**src/rtl/cache_axi_pkg.sv**
```systemverilog
// Shared constants and FSM state types for the cache/AXI line arbiter.
package cache_axi_pkg;

  localparam int unsigned LINE_BEATS = 4;
  localparam logic [3:0]  ID_ICACHE  = 4'd0;
  localparam logic [3:0]  ID_DCACHE  = 4'd1;

  localparam logic [1:0]  AXI_BURST_INCR = 2'b01;
  localparam logic [2:0]  AXI_SIZE_4B    = 3'd2;
  localparam logic [7:0]  AXI_LEN_LINE   = 8'(LINE_BEATS - 1);
  localparam logic [1:0]  LAST_BEAT      = 2'(LINE_BEATS - 1);
  localparam logic [31:0] LINE_MASK      = 32'hffff_fff0;

  typedef enum logic [1:0] {R_IDLE, R_AR, R_DATA, R_RET} rd_state_t;
  typedef enum logic [1:0] {W_IDLE, W_AW, W_W, W_B} wr_state_t;

  // Operands are line numbers (address bits [31:4]).
  function automatic logic same_line(input logic [27:0] a, input logic [27:0] b);
    return a == b;
  endfunction

endpackage

```
**src/rtl/rr_arb2.sv**
```systemverilog
// Two-requester round-robin grant; req[0] = icache, req[1] = dcache.
module rr_arb2 (
  input  logic       clk,
  input  logic       reset,
  input  logic [1:0] req,
  input  logic       en,
  output logic [1:0] grant
);

  logic last_d;  // 1 when dcache held the most recent grant

  always_comb begin
    grant = '0;
    if (en) begin
      if (req[0] && req[1]) grant = last_d ? 2'b01 : 2'b10;
      else                  grant = req;
    end
  end

  always_ff @(posedge clk) begin
    if (reset)       last_d <= 1'b0;
    else if (|grant) last_d <= grant[1];
  end

endmodule

```
**src/rtl/cache_axi_arbiter.sv**
```systemverilog
// Shares one AXI master between icache line reads and dcache line reads/write-backs.
module cache_axi_arbiter
  import cache_axi_pkg::*;
(
  input  logic         clk,
  input  logic         reset,
  input  logic         i_rd_req,
  input  logic [31:0]  i_rd_addr,
  output logic         i_rd_rdy,
  output logic         i_ret_valid,
  input  logic         d_rd_req,
  input  logic [31:0]  d_rd_addr,
  output logic         d_rd_rdy,
  output logic         d_ret_valid,
  output logic [127:0] ret_data,
  input  logic         d_wr_req,
  input  logic [31:0]  d_wr_addr,
  input  logic [127:0] d_wr_data,
  output logic         d_wr_rdy,
  output logic [3:0]   arid,
  output logic [31:0]  araddr,
  output logic         arvalid,
  input  logic         arready,
  output logic [7:0]   arlen,
  output logic [2:0]   arsize,
  output logic [1:0]   arburst,
  input  logic [31:0]  rdata,
  input  logic         rlast,
  input  logic         rvalid,
  output logic         rready,
  output logic [3:0]   awid,
  output logic [31:0]  awaddr,
  output logic         awvalid,
  input  logic         awready,
  output logic [7:0]   awlen,
  output logic [2:0]   awsize,
  output logic [1:0]   awburst,
  output logic [31:0]  wdata,
  output logic [3:0]   wstrb,
  output logic         wlast,
  output logic         wvalid,
  input  logic         wready,
  input  logic         bvalid,
  output logic         bready
);

  rd_state_t      r_state;
  wr_state_t      w_state;
  logic [1:0]     rbeat, wbeat;
  logic           r_owner_d;
  logic [127:0]   wr_line;
  logic           rd_en, rd_hazard;
  logic [1:0]     rd_req, rd_grant;

  // A dcache read of the line being written back (or accepted for write-back
  // this very cycle) is held off until the write response returns.
  assign rd_hazard = (w_state != W_IDLE) ? same_line(d_rd_addr[31:4], awaddr[31:4])
                                         : (d_wr_req && same_line(d_rd_addr[31:4], d_wr_addr[31:4]));
  assign rd_en     = (r_state == R_IDLE) && !reset;
  assign rd_req    = {d_rd_req && !rd_hazard, i_rd_req};

  rr_arb2 u_rr (
    .clk   (clk),
    .reset (reset),
    .req   (rd_req),
    .en    (rd_en),
    .grant (rd_grant)
  );

  assign i_rd_rdy = rd_grant[0];
  assign d_rd_rdy = rd_grant[1];
  assign d_wr_rdy = (w_state == W_IDLE) && d_wr_req && !reset;

  assign arid    = r_owner_d ? ID_DCACHE : ID_ICACHE;
  assign arlen   = AXI_LEN_LINE;
  assign arsize  = AXI_SIZE_4B;
  assign arburst = AXI_BURST_INCR;
  assign awid    = ID_DCACHE;
  assign awlen   = AXI_LEN_LINE;
  assign awsize  = AXI_SIZE_4B;
  assign awburst = AXI_BURST_INCR;
  assign wdata   = wr_line[31:0];
  assign wstrb   = 4'hf;
  assign wlast   = wvalid && (wbeat == LAST_BEAT);

  always_ff @(posedge clk) begin
    if (reset) begin
      r_state     <= R_IDLE;
      arvalid     <= 1'b0;
      araddr      <= '0;
      r_owner_d   <= 1'b0;
      rready      <= 1'b0;
      rbeat       <= '0;
      ret_data    <= '0;
      i_ret_valid <= 1'b0;
      d_ret_valid <= 1'b0;
    end else begin
      i_ret_valid <= 1'b0;
      d_ret_valid <= 1'b0;
      unique case (r_state)
        R_IDLE: if (|rd_grant) begin
          araddr    <= (rd_grant[1] ? d_rd_addr : i_rd_addr) & LINE_MASK;
          r_owner_d <= rd_grant[1];
          arvalid   <= 1'b1;
          r_state   <= R_AR;
        end
        R_AR: if (arready) begin
          arvalid <= 1'b0;
          rready  <= 1'b1;
          rbeat   <= '0;
          r_state <= R_DATA;
        end
        R_DATA: if (rvalid) begin
          ret_data[{rbeat, 5'd0} +: 32] <= rdata;
          rbeat <= rbeat + 2'd1;
          if (rlast) begin
            rready      <= 1'b0;
            i_ret_valid <= !r_owner_d;
            d_ret_valid <= r_owner_d;
            r_state     <= R_RET;
          end
        end
        R_RET:   r_state <= R_IDLE;
        default: r_state <= R_IDLE;
      endcase
    end
  end

  // The latched line is shifted down one beat per W handshake so wdata is always bits [31:0].
  always_ff @(posedge clk) begin
    if (reset) begin
      w_state <= W_IDLE;
      awvalid <= 1'b0;
      awaddr  <= '0;
      wvalid  <= 1'b0;
      wbeat   <= '0;
      wr_line <= '0;
      bready  <= 1'b0;
    end else begin
      unique case (w_state)
        W_IDLE: if (d_wr_rdy) begin
          awaddr  <= d_wr_addr & LINE_MASK;
          wr_line <= d_wr_data;
          awvalid <= 1'b1;
          w_state <= W_AW;
        end
        W_AW: if (awready) begin
          awvalid <= 1'b0;
          wvalid  <= 1'b1;
          wbeat   <= '0;
          w_state <= W_W;
        end
        W_W: if (wready) begin
          wr_line <= {32'h0, wr_line[127:32]};
          wbeat   <= wbeat + 2'd1;
          if (wlast) begin
            wvalid  <= 1'b0;
            bready  <= 1'b1;
            w_state <= W_B;
          end
        end
        W_B: if (bvalid) begin
          bready  <= 1'b0;
          w_state <= W_IDLE;
        end
        default: w_state <= W_IDLE;
      endcase
    end
  end

endmodule
```
**config.mk**
```make
export PLATFORM = sky130hd
export DESIGN_NAME = cache_axi_arbiter
export DESIGN_NICKNAME = d
export VERILOG_FILES = /design/src/rtl/cache_axi_pkg.sv /design/src/rtl/rr_arb2.sv /design/src/rtl/cache_axi_arbiter.sv
export SDC_FILE = /design/constraint.sdc
export NUM_CORES = 1
export LEC_CHECK = 0
export CORE_AREA = 2 2 208 210
export CTS_CLUSTER_DIAMETER = 50
export DETAILED_ROUTE_END_ITERATION = 10
export DIE_AREA = 0 0 210 212
export GPL_TIMING_DRIVEN = 0
export SYNTH_ARGS = -nofsm -noshare
export SYNTH_HDL_FRONTEND = slang
export SYNTH_SLANG_ARGS = --single-unit
```
**constraint.sdc**
```tcl
create_clock -name clk -period 2.4 [get_ports clk]
set_input_delay 0.48 -clock clk [delete_from_list [all_inputs] [get_ports clk]]
set_output_delay 0.48 -clock clk [all_outputs]
set_load 0.1 [all_outputs]
```
==> results.cfg <==
[logic_synthesis]
yosys-top-cells-area = dfxtp_1, a22oi_1, nor2_1
ys_seq_elements = 329
synth-edff-count = 0
synth.largest_area_cell = dfxtp_1
synth_top_area_share = 0.4805
yosysSeqAreaShare = 0.4805
synth.avg_cell_area_um2 = 9.205
syn_area_um2 = 13710
yosysMostFrequentCell = dfxtp_1
yosys_warnings = 0
synth_cell_types = 44
syn_inst = 1489
synth_top_cells_by_count = dfxtp_1, nor2_1, a22oi_1
ys.flop_type = dfxtp_1
synthArstFlopShare = 0

[power_and_ir_drop]
power_frac_clock = 0.277
intPower_mw = 13.50
p_sw_mw = 10.12
power_mw = 23.62
seqPwrFrac = 0.293
power_frac_comb = 0.430
switching_share = 0.4284
powerDensity_nw_per_um2 = 1103
p_leak_nw = 9.027
ir_drop_mv = 0.5460

[cells_and_area]
syn2layout_area_growth_pct = 56.27
layout.cells.non_filler = 2667
nets = 2360
multi_input_area_um2 = 6486
fill_cells = 4065
seq_area_um2 = 6651
drive_above_1_share = 0.1548
finish.instance_area_um2 = 21420

[critical_path]
crit_type = primary input to output port
required_ps = 1920
arrival_ps = 2650
worst_setup_path_start_kind = primary input
cpLargestDelayFamily = buffers and inverters
slowest_delay_ps = 450
end_kind = output port
path_cells = clkdlybuf4s50_1 > xor2_1 > nor4_2 > nand4_1 > o41ai_4 > o311ai_4 > inv_2 > buf_8 > buf_12
path_buf_inv = 4
cp_max_fo = 6
crit_slowest_cell = clkdlybuf4s50_1

[min_path]
hold_class = primary input to register

[route]
vias_per_cell = 4.946
ant_nets = 0
drc = 0
wl_um = 54840
wl_per_cell_um = 20.56
drt_pre_antenna_iters = 5
drtIter0Drc = 611
num_vias = 13190

[sta]
rsz0062_at_grt = yes
whs_ps = 326.1
fin_crit_ps = 3130
relSlewSlack = 0.2787
timing.final.ws_setup_ps = -729.9
tightest_slew_ps = 1086
clock.fmax_ghz = 0.3195
slew_viol_final = 0
finalHoldViolations = 0
skew_ps = 24.22
setup_violations = 34
finalCritPeriodShare = 1.304

[placement]
dp_hpwl_um = 42490
io_buffers = 481
dp_cells = 2559
gp_congestion = 0.9146
dpl_cell_area_um2 = 19430

[global_route]
grt_pass1_vias = 13040
antenna_found_initial = 11
track_usage = 0.2356
globalRoute.totalOverflow = 0
grt_pass1_wl_um = 79940
grt_max_degree = 13

[floorplan]
fp.dieW_um = 210
coreArea_um2 = 42510
die_h_um = 212
die_area_um2 = 44520
pin_count = 540
start_util = 0.3225
fp-row-count = 76

[clock_network]
numCtsBuffers = 43
clock-sinks = 329
htree_levels = 2
clockBufferDepth = 3
path_clk_slew_ps = 60
cts_root_buf = clkbuf_16
postCtsHoldBufs = 0
cts_tree = built
insertion_delay_ps = 570

[status]
outcome = complete, but fails checks
violations = negative setup slack

[flow_run]
maxCapViolCount = 0
## power by group through the flow
stage          sequential (mW)  clock [mW]  combinational (mW)
6_report                  6.92        6.54                10.2
5_1_grt                   7.02        6.90                10.8
4_1_cts                   6.91        6.67                9.89
3_5_place_dp              7.03           0                9.84
3_3_place_gp              7.00           0                9.74
2_1_floorplan             8.55           0                5.65
## metal layers
metal / track usage / share of wire / up-vias
li1: - / - / 6343
met1: 0.2817 / 0.42 / 6274
met2: 0.3936 / 0.47 / 469
met3: 0.07312 / 0.079 / 102
met4: 0.09685 / 0.035 / 4
met5: 0 / 0.00053 / -
## what timing repair did
item	4_1_cts	5_1_grt
hold endpoints to repair	0	0
setup endpoints to repair	475	228
pin swaps	17	27
buffers inserted	10	12
gates cloned	0	4
gates resized for setup	357	77
## through the flow
step,utilization,TNS (ps),setup slack (ps)
after floorplan,-,-59.49,-59.49
after global placement,0.4571,-141470,-2149
after detailed placement,0.4571,-155680,-2143
after CTS,0.4952,-6303,-804.8
after global routing,0.5039,-9742,-816.8
final,0.5039,-6947,-729.9
## layout make-up
cell class	instances	share of cell area
Timing Repair Buffer	506	0.2267
Antenna cell	9	0.001051
Clock buffer	56	0.05736
Buffer	195	0.05678
Clock inverter	21	0.01046
Inverter	13	0.002395
Sequential cell	329	0.3105
Multi-Input combinational cell	992	0.3028
Tap cell	546	0.03189
## path summary, 6_finish.rpt
check | from | end | slack [ps] | depth (start not counted)
min | d_wr_addr[6] | awaddr[6] | 330 | 3
min reg2reg | araddr[22] | araddr[22] | 470 | 2
max | d_wr_addr[11] | i_rd_rdy | -730 | 9
max reg2reg | awaddr[6] | araddr[24] | -320 | 12
## logic make-up after synthesis
logic type / after synthesis / share of synthesized area
flops: 329 / 0.4805
fa+ha+maj: 13 / 0.01187
buf+inv: 211 / 0.08279
other cells: 2 / 0.0005479
xor+xnor: 56 / 0.03578
mux: 99 / 0.07230
compound gates: 367 / 0.1903
simple gates: 412 / 0.1259
## state kept, by name, summed over array words and instances, names as in the netlist, 2 cells and up
register and cells:
wbeat 2, w_state 2, r_state 2, awaddr 28, wr_line 128, araddr 28, ret_data 128, rbeat 2
## cells in the final DEF, fill, tap and decap left out, types with 6 or more instances in the layout
cell,count
dfxtp_1,299
nor2_1,266
clkdlybuf4s50_1,234
dlygate4sd2_1,228
a22oi_1,165
mux2i_1,99
a211oi_1,97
buf_4,96
clkbuf_1,69
nand2_1,68
a21oi_1,58
clkbuf_16,50
conb_1,45
nand3_1,34
xor2_1,33
a22oi_2,25
clkbuf_2,23
xnor2_1,20
dfxtp_2,19
ha_1,12
buf_2,11
dfxtp_4,11
diode_2,9
inv_1,9
clkbuf_4,9
a21oi_2,8
nand4_1,7
clkinv_2,7
dlymetal6s2s_1,7
buf_8,6
buf_12,6
## worst register-to-register path: stages (launching register included)
cell     delay [ps]
dfxtp_4         350
xor2_2          180
nor4_2          310
nand4_1         230
nor4_4          440
or3_4           240
inv_4            40
buf_6           110
buf_4           130
buf_8           120
buf_6           120
a22oi_2         220
a21oi_2          80
No activity file was read; power rests on OpenSTA's default activity.
